File: src/rtl/idli_utx_m_if.sv
// Handshake bundle between EX and the UART transmit stage.
// The slave modport is the transmitter's view; master is the EX/driver view.
interface idli_utx_m_if;
  logic [1:0] i_utx_ctr;
  logic [3:0] i_utx_data;
  logic       i_utx_vld;
  logic       o_utx_acp;
  logic       o_utx_busy;
  logic       o_utx_data;

  modport slave (
    input  i_utx_ctr,
    input  i_utx_data,
    input  i_utx_vld,
    output o_utx_acp,
    output o_utx_busy,
    output o_utx_data
  );

  modport master (
    output i_utx_ctr,
    output i_utx_data,
    output i_utx_vld,
    input  o_utx_acp,
    input  o_utx_busy,
    input  o_utx_data
  );
endinterface

File: src/rtl/idli_utx_m.sv
// UART transmit stage: gathers a 16b word as four slices aligned to the core
// slice counter, then sends it as two start/8-data/stop frames, LSB first.
module idli_utx_m #(
  parameter int unsigned STOP_BITS = 1
) (
  input  logic         i_utx_gck,
  input  logic         i_utx_rst,
  idli_utx_m_if.slave  utx
);

  localparam int unsigned SW = (STOP_BITS > 1) ? $clog2(STOP_BITS) : 1;
  localparam logic [SW-1:0] STP_LAST = SW'(STOP_BITS - 1);

  typedef enum logic [2:0] {
    S_IDLE,
    S_LOAD,
    S_START,
    S_DATA,
    S_STOP
  } state_e;

  state_e        state_q, state_d;
  logic [15:0]   word_q,  word_d;
  logic          byte_q,  byte_d;
  logic [2:0]    bit_q,   bit_d;
  logic [SW-1:0] stp_q,   stp_d;
  logic          line_q,  line_d;

  always_comb begin
    state_d = state_q;
    word_d  = word_q;
    byte_d  = byte_q;
    bit_d   = bit_q;
    stp_d   = stp_q;

    case (state_q)
      S_IDLE: begin
        if (utx.i_utx_vld && (utx.i_utx_ctr == 2'd0)) begin
          word_d[3:0] = utx.i_utx_data;
          state_d     = S_LOAD;
        end
      end
      S_LOAD: begin
        // A missing slice means EX abandoned the word; drop what was gathered.
        if (!utx.i_utx_vld) begin
          state_d = S_IDLE;
        end else begin
          word_d[4*utx.i_utx_ctr +: 4] = utx.i_utx_data;
          if (utx.i_utx_ctr == 2'd3) begin
            state_d = S_START;
            byte_d  = 1'b0;
          end
        end
      end
      S_START: begin
        state_d = S_DATA;
        bit_d   = 3'd0;
      end
      S_DATA: begin
        bit_d = bit_q + 3'd1;
        if (bit_q == 3'd7) begin
          state_d = S_STOP;
          stp_d   = '0;
        end
      end
      S_STOP: begin
        if (stp_q == STP_LAST) begin
          stp_d = '0;
          if (!byte_q) begin
            byte_d  = 1'b1;
            state_d = S_START;
          end else begin
            byte_d  = 1'b0;
            state_d = S_IDLE;
          end
        end else begin
          stp_d = stp_q + 1'b1;
        end
      end
      default: state_d = S_IDLE;
    endcase
  end

  // Line level is derived from the next state so the serial output can be a
  // plain flop while the start bit still appears one cycle after the last slice.
  always_comb begin
    line_d = 1'b1;
    case (state_d)
      S_START: line_d = 1'b0;
      S_DATA:  line_d = word_q[{byte_d, bit_d}];
      default: line_d = 1'b1;
    endcase
  end

  always_ff @(posedge i_utx_gck) begin
    if (i_utx_rst) begin
      state_q <= S_IDLE;
      byte_q  <= 1'b0;
      bit_q   <= 3'd0;
      stp_q   <= '0;
      line_q  <= 1'b1;
    end else begin
      state_q <= state_d;
      byte_q  <= byte_d;
      bit_q   <= bit_d;
      stp_q   <= stp_d;
      line_q  <= line_d;
    end
  end

  always_ff @(posedge i_utx_gck) begin
    word_q <= word_d;
  end

  assign utx.o_utx_acp  = (state_q == S_IDLE) || (state_q == S_LOAD);
  assign utx.o_utx_busy = (state_q != S_IDLE);
  assign utx.o_utx_data = line_q;

endmodule

File: src/flat_wrapper.sv
// flat-port wrapper written by rule: the top's interface ports become plain ports
module idli_utx_m_flat 
#(
  parameter int unsigned STOP_BITS = 1
)
  (i_utx_gck, i_utx_rst, utx_i_utx_ctr, utx_i_utx_data, utx_i_utx_vld, utx_o_utx_acp, utx_o_utx_busy, utx_o_utx_data);
  idli_utx_m_if utx_i ();
  input  logic i_utx_gck;
  input  logic i_utx_rst;
  input wire logic [$bits(utx_i.i_utx_ctr)-1:0] utx_i_utx_ctr;
  input wire logic [$bits(utx_i.i_utx_data)-1:0] utx_i_utx_data;
  input wire logic [$bits(utx_i.i_utx_vld)-1:0] utx_i_utx_vld;
  output wire logic [$bits(utx_i.o_utx_acp)-1:0] utx_o_utx_acp;
  output wire logic [$bits(utx_i.o_utx_busy)-1:0] utx_o_utx_busy;
  output wire logic [$bits(utx_i.o_utx_data)-1:0] utx_o_utx_data;
  assign utx_i.i_utx_ctr = utx_i_utx_ctr;
  assign utx_i.i_utx_data = utx_i_utx_data;
  assign utx_i.i_utx_vld = utx_i_utx_vld;
  assign utx_o_utx_acp = utx_i.o_utx_acp;
  assign utx_o_utx_busy = utx_i.o_utx_busy;
  assign utx_o_utx_data = utx_i.o_utx_data;
  idli_utx_m #(.STOP_BITS(STOP_BITS)) u_core (.i_utx_gck(i_utx_gck), .i_utx_rst(i_utx_rst), .utx(utx_i));
endmodule
File: config.mk
export PLATFORM = sky130hd
export DESIGN_NAME = idli_utx_m_flat
export DESIGN_NICKNAME = d
export VERILOG_FILES = /design/src/rtl/idli_utx_m_if.sv /design/src/rtl/idli_utx_m.sv /design/src/flat_wrapper.sv
export SDC_FILE = /design/constraint.sdc
export NUM_CORES = 1
export LEC_CHECK = 0
export BUFFER_PORTS_ARGS = -buffer_cell sky130_fd_sc_hd__buf_2
export CAP_MARGIN = 20
export CELL_PAD_IN_SITES_DETAIL_PLACEMENT = 1
export CELL_PAD_IN_SITES_GLOBAL_PLACEMENT = 1
export CORE_AREA = 5 5 63 65
export DETAILED_ROUTE_END_ITERATION = 6
export DIE_AREA = 0 0 68 70
export PLACE_DENSITY = 0.76
export SLEW_MARGIN = 20
export SYNTH_ARGS = -nofsm -noshare
export SYNTH_HDL_FRONTEND = slang
export SYNTH_SLANG_ARGS = --single-unit
File: constraint.sdc
create_clock -name i_utx_gck -period 2.2 [get_ports i_utx_gck]
set_clock_uncertainty 0.05 [all_clocks]
set_input_delay 0 -clock i_utx_gck [delete_from_list [all_inputs] [get_ports i_utx_gck]]
set_output_delay 0 -clock i_utx_gck [all_outputs]
set_load 0.01 [all_outputs]
==> results.txt, run 1 <==
Num CTS Buffers -> 3
Worst path max stage delay -> 0.36 ns
Gate Count Post-Synth -> 122
H-tree depth -> 1
Synthesis-to-layout area growth -> 17.1%
RSZ-0062 raised after global routing -> false
Final setup fails -> 0
Hold path start -> utx_i_utx_vld
Synth Cell Area -> 1290 um2
Storage cell area -> 642 um2
IO buf count -> 11
CP endpoint -> u_core.utx.o_utx_data$_SDFF_PP1_
CP Capture Type -> flip-flop
Power per cell area -> 574 nW/um2
Ys Warns -> 0
Minimum clock period -> 2.10 ns
WL final -> 2630 um
First-pass GRT wire length -> 4530 um
Synth area leader -> edfxtp_1
DP HPWL -> 2090 um
Layout cells sized above 1 -> 17.0%
Ant diodes -> 0
Hold crit path type -> in -> reg
Postcts setup bufs -> 0
Rows -> 21
Worst-case clock buffer depth -> 2
TritonRoute pass-1 iters -> 4
Final count of hold timing violations -> 0
Full die area -> 4760 um2
Worst reg-to-reg path cell count -> 8
Leakage -> 0.651 nW
Overflow after GRT -> 0
Placer Congestion -> 0.757
Post-Syn Nets -> 139
Placed cell count -> 178
Sw power -> 0.171 mW
Reg2reg end -> u_core.utx.o_utx_data$_SDFF_PP1_
Clk pwr share -> 36.0%
Worst r2r src -> u_core.bit_q[0]$_SDFF_PP0_
Fmax -> 0.475 GHz
Library cells used by synthesis -> 31
Die Height -> 70 um
Slew HR -> 68.7%
Vias per inst -> 4.82
Final cell count without fillers -> 187
Status -> completed
Largest net degree at the start of global routing -> 15
CTS tree -> yes
Sequential Power Share -> 56.0%
Worst EP required -> 2.36 ns
Clk Latency, worst-skew pair -> 0.32 ns
Sink Count -> 24
Chip width -> 68 um
Part of the cycle the worst path needs -> 95.6%
Number of antenna violations at the first check in global routing -> 0
CP Class -> reg -> reg
Initial DRC Count -> 42
CP Cell Sequence -> ha_2, ha_1, and4b_1, a21oi_4, mux2_4, or3_1, nand4_1, o211ai_1
Worst setup SP type -> flip-flop
Vias -> 902
Internal Power -> 0.699 mW
Starting Density -> 39.4%
Drc violations -> 0
Multi-input logic area -> 628 um2
Synthesis-stage register bit count -> 24
Setup TNS -> 0 ns
Final Util -> 46.1%
Placed inst area -> 1400 um2
Finished Cell Area -> 1520 um2
GRT Util Overall -> 12.5%
Pins Over Slew Limit -> 0
Mean post-synth cell area -> 10.6 um2
Vias in the first global route -> 963
Max Cap Viol -> 0
Fill count -> 374
Antenna-violating nets left -> 0
Net switching share of the total power -> 19.6%
Sequential area share after synthesis -> 49.5%
Final #Nets -> 159
Critical path launch point -> u_core.bit_q[0]$_SDFF_PP0_
Arrival time at the worst endpoint -> 2.26 ns
Worst slew pin tran -> 0.470 ns
Clk pin slew, worst setup/hold paths -> 0.13 ns
CORE AREA -> 3280 um2
Root buf cell -> clkbuf_4
Total power -> 0.870 mW
Hold depth -> 3
Slowest CP cell -> dfxtp_2
DR WL/cell -> 14.0 um
IO Pins -> 12
Logic gate share of total power -> 8.1%
Reg2Reg Setup Slack -> 0.1 ns
Worst-case vdd ir drop -> 227 uV
Worst-path fanout max -> 3
Largest cells by area after synthesis -> edfxtp_1 (37%), dfxtp_1 (12%), mux2i_1 (9.3%), ha_1 (7.7%), nor2_1 (5.8%)
Share of the synthesized area in the top cell type -> 37.1%
==> sequential cells by signal (all words and copies together), names as in the netlist <==
signal and flops:
u_core.utx.o_utx_data 1, u_core.state_q 3, u_core.word_q 16, u_core.byte_q 1, u_core.bit_q 3
==> worst max-delay path: cells and delay by family, from the launching register on <==
family,cells,cell delay (ns)
AND/OR/NAND/NOR,3,0.61
adder cells (fa/ha/maj),2,0.43
flip-flops,1,0.36
multiplexers,1,0.31
AO/OA/AOI/OAI,2,0.25
==> area by class of cell <==
cell class,instances,share of cell area (%)
multi-input combinational,92,41.5
inverter,3,0.743
clock inverter,1,1.98
tap,46,3.80
sequential,24,42.4
timing repair buffer,18,8.18
clock buffer,3,1.49
==> synthesized netlist by cell type <==
master    count
a21oi_4       1
o21a_1        1
dfxtp_1       8
nor2b_1       5
o21ai_0       3
inv_1         3
and4b_1       1
buf_2         1
or2_2         1
and2b_1       1
a31oi_1       3
edfxtp_1     16
mux2i_1      12
nor2_1       20
mux2_4        1
nand2_1       8
nand2b_1      5
o311a_1       1
buf_6         1
and3_1        2
nand3_1       2
or3_1         2
ha_1          8
nand4_1       1
and2_1        4
o211ai_1      1
nand3b_1      2
a21oi_1       3
nand2b_2      1
clkbuf_1      1
nor3_1        3
==> metal layers <==
| metal | vias to the layer above | wire length [um] | GRT usage [%] |
|---|---|---|---|
| li1 | 466 | - | - |
| met1 | 413 | 1140 | 15.7 |
| met2 | 16 | 1330 | 20.4 |
| met3 | 7 | 91 | 1.92 |
| met4 | 0 | 72 | 5.96 |
| met5 | - | 0 | 0 |
==> how the worst min path moves through the flow <==
stage,endpoint,slack (ns)
2_1_floorplan,u_core.byte_q$_SDFF_PP0_,0.02
3_3_place_gp,u_core.byte_q$_SDFF_PP0_,0.22
3_5_place_dp,u_core.byte_q$_SDFF_PP0_,0.22
4_1_cts,u_core.word_q[1]$_DFFE_PP_,0.06
5_1_grt,u_core.word_q[1]$_DFFE_PP_,0.07
6_report,u_core.word_q[1]$_DFFE_PP_,0.07
==> placed cells by master (no fill, tap or decap), types with 2 or more instances in the layout <==
cell type,netlist,layout
mux2i_1,12,11
a21oi_1,3,3
ha_1,8,7
clkbuf_4,0,3
nand2b_1,5,5
and2_1,4,4
edfxtp_1,16,16
o21ai_0,3,3
nor2b_1,5,5
inv_1,3,3
nand3_1,2,2
a31oi_1,3,3
nor3_1,3,3
and3_1,2,2
nand2_1,8,8
or3_1,2,2
dfxtp_1,8,7
dlygate4sd3_1,0,5
nor2_1,20,20
buf_2,1,11
nand3b_1,2,2
==> kinds of logic after synthesis <==
family | after synthesis | share of synthesized area, %
compound gates | 13 | 6.96
mux | 13 | 10.4
simple gates | 58 | 22.9
buf+inv | 6 | 2.42
flops | 24 | 49.5
fa+ha+maj | 8 | 7.74
==> power by group through the flow <==
| stage | registers, mW | logic, mW | clock network [mW] |
|---|---|---|---|
| after CTS | 0.487 | 0.0707 | 0.322 |
| after global placement | 0.497 | 0.0604 | 0 |
| after detailed placement | 0.497 | 0.0639 | 0 |
| final | 0.487 | 0.0701 | 0.313 |
| after floorplan | 0.496 | 0.0381 | 0 |
| after global routing | 0.488 | 0.0793 | 0.348 |
==> per-stage QoR <==
stage | setup slack (ns) | hold WS (ns)
5_1_grt | 0.00124 | 0.0670
4_1_cts | 0.0463 | 0.0635
3_3_place_gp | 0.152 | 0.221
6_report | 0.0959 | 0.0741
2_1_floorplan | 0.0145 | 0.0191
3_5_place_dp | 0.0639 | 0.225
==> repair_timing <==
item                                    CTS  global route
hold buffers                              5             0
resized for setup                         0             4
endpoints found under the hold margin    13             0
endpoints found under the setup margin    0             1
Note: power is estimated with default switching activity, not from simulation.
==> run 2, diff against run 1 <==
--- a/config.mk
+++ b/config.mk
@@ -12,7 +12,7 @@
 export CORE_AREA = 5 5 63 65
 export DETAILED_ROUTE_END_ITERATION = 6
 export DIE_AREA = 0 0 68 70
-export PLACE_DENSITY = 0.76
+export PLACE_DENSITY = 0.82
 export SLEW_MARGIN = 20
 export SYNTH_ARGS = -nofsm -noshare
 export SYNTH_HDL_FRONTEND = slang
==> run 2 against run 1 <==
  * Power shrank 14%
  * Wire length is 5.0% lower
  * Design area fell by 2.0%
  * Final cell count did not move
  * Critical path type unchanged
  * Combinational power decreased by 0.6%
  * Count of clock-buffer cells in the layout did not move
==> results.txt, run 2 (synthesized netlist as in run 1, its figures left out) <==
Placed cell count -> 178 (unchanged)
Placer Congestion -> 0.833 (+10%)
Most common cell after layout, fill and taps aside -> nor2_1
Placed inst area -> 1400 um2 (unchanged)
Arrival time at the worst endpoint -> 2.27 ns (about the same)
Final count of hold timing violations -> 0 (unchanged)
Logic gate share of total power -> 9.3% (+1.2 points)
Slowest CP cell -> dfxtp_2
Worst-case vdd ir drop -> 195 uV (-14%)
RSZ-0062 raised after global routing -> false
DR WL/cell -> 13.3 um (-5.0%)
Power per cell area -> 506 nW/um2 (-12%)
Largest Register -> u_core.word_q
Root buf cell -> clkbuf_4
Clk Latency, worst-skew pair -> 0.32 ns (about the same)
First-pass GRT wire length -> 4420 um (-2.3%)
Layout cells sized above 1 -> 15.6% (-1.4 points)
Drc violations -> 0 (unchanged)
Rows -> 21 (unchanged)
Ant diodes -> 0 (unchanged)
Initial DRC Count -> 44 (+4.8%)
Max reg flops -> 16 (unchanged)
Die Height -> 70 um (unchanged)
DP HPWL -> 2050 um (-2.2%)
WL final -> 2500 um (-5.0%)
CP Class -> reg -> reg
Sw power -> 0.170 mW (-0.23%)
Fmax -> 0.475 GHz (about the same)
CTS tree -> yes
Clk pwr share -> 26.0% (-10 points)
Largest net degree at the start of global routing -> 14 (-1)
Leakage -> 0.644 nW (-1.1%)
Critical path launch point -> u_core.bit_q[0]$_SDFF_PP0_
Worst path max stage delay -> 0.35 ns (about the same)
Worst EP required -> 2.36 ns (about the same)
Internal Power -> 0.581 mW (-17%)
Part of the cycle the worst path needs -> 95.6% (about the same)
Pins Over Slew Limit -> 0 (unchanged)
Met3 Usage GRT -> 1.44% (-0.48 points)
Slew HR -> 69.0% (+0.32 points)
Chip width -> 68 um (unchanged)
Net switching share of the total power -> 22.7% (+3.0 points)
Sink Count -> 24 (unchanged)
Full die area -> 4760 um2 (unchanged)
Clk pin slew, worst setup/hold paths -> 0.13 ns (about the same)
CP Capture Type -> flip-flop
Synthesis-to-layout area growth -> 14.8%
Max Cap Viol -> 0 (unchanged)
Sequential Power Share -> 64.8% (+8.8 points)
H-tree depth -> 1 (unchanged)
Setup TNS -> 0 ns (unchanged)
Postcts setup bufs -> 0 (unchanged)
Num CTS Buffers -> 3 (unchanged)
Worst slew pin tran -> 0.465 ns (-0.00487 ns)
Number of antenna violations at the first check in global routing -> 0 (unchanged)
GRT Util Overall -> 12.0% (-0.53 points)
Antenna-violating nets left -> 0 (unchanged)
Worst path bufs/invs -> 0 (unchanged)
Worst-case clock buffer depth -> 2 (unchanged)
Met2 Resource Use GR -> 21.2% (+0.75 points)
Vias in the first global route -> 1013 (+5.2%)
Hold crit path type -> in -> reg
Starting Density -> 39.4% (unchanged)
Finished Cell Area -> 1490 um2 (-2.0%)
CP Cell Sequence -> ha_2, ha_1, and4b_1, a21oi_4, mux2_4, or3_1, nand4_1, o211ai_1
IO Pins -> 12 (unchanged)
Hold path start -> utx_i_utx_vld
Most frequent cells in the layout -> nor2_1 (20), edfxtp_1 (16), mux2i_1 (12)
Final #Nets -> 159 (unchanged)
Overflow after GRT -> 0 (unchanged)
Top flop regs -> u_core.word_q x16, u_core.bit_q x3, u_core.state_q x3
Minimum clock period -> 2.10 ns (-0.000348 ns)
Worst r2r src -> u_core.bit_q[0]$_SDFF_PP0_
Status -> completed
Worst setup SP type -> flip-flop
Worst-path fanout max -> 3 (unchanged)
Most used routing layer -> met2
Final setup fails -> 0 (unchanged)
Vias -> 930 (+3.1%)
GR Util met1 -> 13.7% (-2.0 points)
Delay-heaviest family, CP -> simple AND/OR/NAND/NOR gates
Vias per inst -> 4.97 (+3.1%)
IO buf count -> 11 (unchanged)
Final hold slack -> 0.0683 ns (-0.00573 ns)
CORE AREA -> 3280 um2 (unchanged)
Final cell count without fillers -> 187 (unchanged)
TritonRoute pass-1 iters -> 4 (unchanged)
[run 2: layer usage]
layer / part of all wire, % / up-vias
met5: 0 / -
met3: 3.3 / 6
li1: - / 467
met1: 42 / 435
met4: 2.0 / 0
met2: 52 / 22
[run 2: repair_timing]
item	4_1_cts	5_1_grt
gates resized for setup	0	3
setup endpoints to repair	0	1
hold buffers	5	0
hold endpoints to repair	12	0
[run 2: worst register-to-register path, cell delays in order, from the launching register on]
cell      delay, ns
dfxtp_2        0.35
ha_2           0.17
ha_1           0.27
and4b_1        0.23
a21oi_4        0.15
mux2_4         0.31
or3_1          0.30
nand4_1        0.09
o211ai_1       0.09
[run 2: through the flow]
step / setup WS [ns] / utilization, % / total power [mW]
3_5_place_dp: 0.0765 / 42.7 / 0.561
5_1_grt: 0.00406 / 45.2 / 0.785
2_1_floorplan: 0.0145 / - / 0.534
3_3_place_gp: 0.149 / 42.7 / 0.557
6_report: 0.0963 / 45.2 / 0.751
4_1_cts: 0.0539 / 45.0 / 0.758
[run 2: cell type report]
type / instances / area (um2)
multi-input combinational: 92 / 624
timing repair buffer: 18 / 124
sequential: 24 / 642
tap: 46 / 57.6
fill: 374 / 1800
clock buffer: 3 / 22.5
clock inverter: 1 / 3.75
inverter: 3 / 11.3
[run 2: final timing paths]
kind	cells after the start	endpoint	slack [ns]
max	8	u_core.utx.o_utx_data$_SDFF_PP1_	0.1
min	3	u_core.word_q[2]$_DFFE_PP_	0.07
max reg2reg	8	u_core.utx.o_utx_data$_SDFF_PP1_	0.1
min reg2reg	2	u_core.byte_q$_SDFF_PP0_	0.51
[run 2: power by group through the flow]
stage               combinational [mW]  clock (mW)  sequential [mW]
floorplan                       0.0381           0            0.496
global placement                0.0601           0            0.497
detailed placement              0.0635           0            0.497
CTS                             0.0705       0.201            0.487
global route                    0.0798       0.218            0.487
finish                          0.0697       0.195            0.487
==> run 3, diff against run 2 <==
--- a/config.mk
+++ b/config.mk
@@ -5,14 +5,16 @@
 export SDC_FILE = /design/constraint.sdc
 export NUM_CORES = 1
 export LEC_CHECK = 0
+export ABC_AREA = 1
 export BUFFER_PORTS_ARGS = -buffer_cell sky130_fd_sc_hd__buf_2
 export CAP_MARGIN = 20
 export CELL_PAD_IN_SITES_DETAIL_PLACEMENT = 1
 export CELL_PAD_IN_SITES_GLOBAL_PLACEMENT = 1
-export CORE_AREA = 5 5 63 65
+export CORE_AREA = 5 5 65 67
 export DETAILED_ROUTE_END_ITERATION = 6
-export DIE_AREA = 0 0 68 70
-export PLACE_DENSITY = 0.82
+export DIE_AREA = 0 0 70 72
+export PLACE_DENSITY = 0.81
+export SETUP_SLACK_MARGIN = 0.15
 export SLEW_MARGIN = 20
 export SYNTH_ARGS = -nofsm -noshare
 export SYNTH_HDL_FRONTEND = slang
==> run 3 against run 2 <==
  * Utilization down 2.9 points
  * Sequential share of layout area down 0.94 points
  * Setup slack better by 0.36 ns
  * Worst hold slack worse by 0.055 ns
  * Non-clock buffer count down 3
  * Flip-flop and latch count unchanged
  * Clock power up 39%
  * Largest power group unchanged
==> results.txt, run 3 <==
Status -> completed
Num CTS Buffers -> 3 (unchanged)
Setup TNS -> 0 ns (unchanged)
Rows -> 22 (+4.8%)
Power per cell area -> 548 nW/um2 (+8.4%)
Final setup fails -> 0 (unchanged)
Gate Count Post-Synth -> 151 (+24%)
Vias -> 1061 (+14%)
Worst-path fanout max -> 4 (+1)
Vias in the first global route -> 1190 (+17%)
Synth Cell Area -> 1310 um2 (+1.5%)
# resized after CTS -> 0 (unchanged)
Sequential area share after synthesis -> 48.8% (-0.71 points)
CTS tree -> yes
GRT Util Overall -> 13.9% (+1.9 points)
Pins Over Slew Limit -> 0 (unchanged)
Synthesis-stage register bit count -> 24 (unchanged)
Largest net degree at the start of global routing -> 15 (+1)
Full die area -> 5040 um2 (+5.9%)
Max Cap Viol -> 0 (unchanged)
IO Pins -> 12 (unchanged)
Worst slew pin tran -> 0.382 ns (-0.0827 ns)
Max reg flops -> 16 (unchanged)
Synth cell count leaders -> nor2_1 (26), inv_1 (21), nand3_1 (21)
RSZ-0062 raised after global routing -> false
Clk pin slew, worst setup/hold paths -> 0.14 ns (about the same)
CP Class -> reg -> reg
Number of antenna violations at the first check in global routing -> 0 (unchanged)
Cts hold-fix bufs -> 4 (-1)
Hold crit path type -> in -> reg
Synthesis-to-layout area growth -> 15.4%
Sink Count -> 24 (unchanged)
Top FF cell, synth -> edfxtp_1
Initial DRC Count -> 26 (-41%)
Chip width -> 70 um (+2.9%)
Count leader, synth -> nor2_1
Worst-case vdd ir drop -> 246 uV (+27%)
Root buf cell -> clkbuf_4
Simple-gate share of the synthesized area -> 33.1% (+10 points)
Post-synth EDFFs -> 16 (unchanged)
Worst-case clock buffer depth -> 2 (unchanged)
H-tree depth -> 1 (unchanged)
Minimum clock period -> 1.74 ns (-0.363 ns)
Final count of hold timing violations -> 0 (unchanged)
Placer Congestion -> 0.755 (-9.4%)
Share of the synthesized area in the top cell type -> 36.6% (-0.53 points)
Layout cells sized above 1 -> 18.2% (+2.6 points)
First-pass GRT wire length -> 5470 um (+24%)
Post-Syn Nets -> 168 (+21%)
Largest family of logic cells by synthesized area -> simple AND/OR/NAND/NOR gates
Drc violations -> 0 (unchanged)
Mean post-synth cell area -> 8.69 um2 (-18%)
Final #Nets -> 188 (+18%)
TritonRoute pass-1 iters -> 4 (unchanged)
Xor and xnor area share after synthesis -> 0% (unchanged)
Ant diodes -> 0 (unchanged)
Total power -> 0.831 mW (+11%)
CORE AREA -> 3580 um2 (+9.0%)
Part of the cycle the worst path needs -> 79.1% (-16 points)
Ys Warns -> 0 (unchanged)
Library cells used by synthesis -> 23 (-26%)
Worst EP required -> 2.37 ns (about the same)
DP HPWL -> 2440 um (+19%)
Fmax -> 0.574 GHz (+21%)
Slew HR -> 74.4% (+5.4 points)
Largest cells by area after synthesis -> edfxtp_1 (37%), dfxtp_1 (12%), nand3_1 (8.0%), ha_1 (7.6%), nor2_1 (7.4%)
Starting Density -> 36.7% (-2.7 points)
IO buf count -> 11 (unchanged)
Most common cell after layout, fill and taps aside -> nor2_1
CP Capture Type -> flip-flop
Placed inst area -> 1430 um2 (+1.9%)
Compound-gate portion of the synthesized area -> 3.62% (-3.3 points)
WL final -> 3210 um (+29%)
FFs w/ async S/R, synth -> 0% (unchanged)
Synth area leader -> edfxtp_1
Most frequent cells in the layout -> nor2_1 (26), inv_1 (21), nand3_1 (21)
Overflow after GRT -> 0 (unchanged)
Finished Cell Area -> 1520 um2 (+2.0%)
Postcts setup bufs -> 0 (unchanged)
Antenna-violating nets left -> 0 (unchanged)
Worst setup SP type -> flip-flop
Arrival time at the worst endpoint -> 1.91 ns (-0.36 ns)
DR WL/cell -> 14.7 um (+10%)
Mux contribution to synthesized area -> 0% (-10 points)
Leakage -> 0.631 nW (-2.0%)
Post-synthesis adder-cell area fraction -> 7.63% (-0.11 points)
Largest Register -> u_core.word_q
Clk Latency, worst-skew pair -> 0.31 ns (about the same)
Top flop regs -> u_core.word_q x16, u_core.bit_q x3, u_core.state_q x3
Vias per inst -> 4.87 (-2.1%)
Die Height -> 72 um (+2.9%)
## run 3: cell types whose count changed in the layout (fill, tap and decap cells not counted), sizes merged, moves of 3 or more
cell / change
a31oi: -3
and2: -4
nand3: +21
nor3: +4
nand2b: -6
mux2i: -12
nor2b: -5
nand2: +18
nor2: +9
inv: +21
## run 3: cell type report
| class | instances | area [um2] |
|---|---|---|
| fill | 450 | 2060 |
| sequential | 24 | 641 |
| multi-input combinational | 103 | 582 |
| timing repair buffer | 15 | 95.1 |
| inverter | 24 | 90.1 |
| tap | 48 | 60.1 |
| clock buffer | 4 | 47.5 |
## run 3: path summary, 6_finish.rpt
check,end,start,slack (ns),cells after the start
max reg2reg,u_core.utx.o_utx_data$_SDFF_PP1_,u_core.bit_q[0]$_SDFF_PP0_,0.46,9
min,u_core.word_q[8]$_DFFE_PP_,utx_i_utx_data[0],0.01,3
min reg2reg,u_core.state_q[2]$_SDFF_PP0_,u_core.state_q[0]$_SDFF_PP0_,0.53,2
max,u_core.utx.o_utx_data$_SDFF_PP1_,u_core.bit_q[0]$_SDFF_PP0_,0.46,9
## run 3: cells by family (layout without fill, tap and decap cells)
| logic type | count (synthesis) | after routing |
|---|---|---|
| adder cells (fa/ha/maj) | 8 | 8 |
| AO/OA/AOI/OAI | 7 | 7 |
| buffers and inverters | 24 | 43 |
| AND/OR/NAND/NOR | 88 | 88 |
| flip-flops | 24 | 24 |
## run 3: stage by stage
stage	cells	utilization, %	setup WS (ns)	hold WS [ns]
floorplan	151	-	0.694	0.0224
global placement	210	39.9	0.632	0.221
detailed placement	210	39.9	0.490	0.226
CTS	218	42.3	0.466	0.00283
global route	218	42.3	0.331	0.0159
finish	218	42.3	0.459	0.0132
## run 3: worst max-delay path: stages, from the launching register on
cell     delay [ns]
dfxtp_1        0.37
ha_1           0.22
ha_1           0.28
inv_1          0.04
o22ai_1        0.23
inv_1          0.13
nand3_1        0.11
nand3_1        0.08
nand3_1        0.08
nand2_1        0.06
## run 3: power breakdown
| group | internal (mW) | switching [mW] |
|---|---|---|
| Combinational | 0.0259 | 0.0452 |
| Sequential | 0.486 | 0.00313 |
| Clock | 0.139 | 0.132 |
| Total | 0.650 | 0.181 |
## run 3: routing by layer
metal	vias to the layer above	global-route usage (%)	routed length [um]
met4	0	7.66	65
met2	17	28.0	1820
met3	6	1.80	68
li1	532	-	-
met1	506	13.5	1260
met5	-	0	0
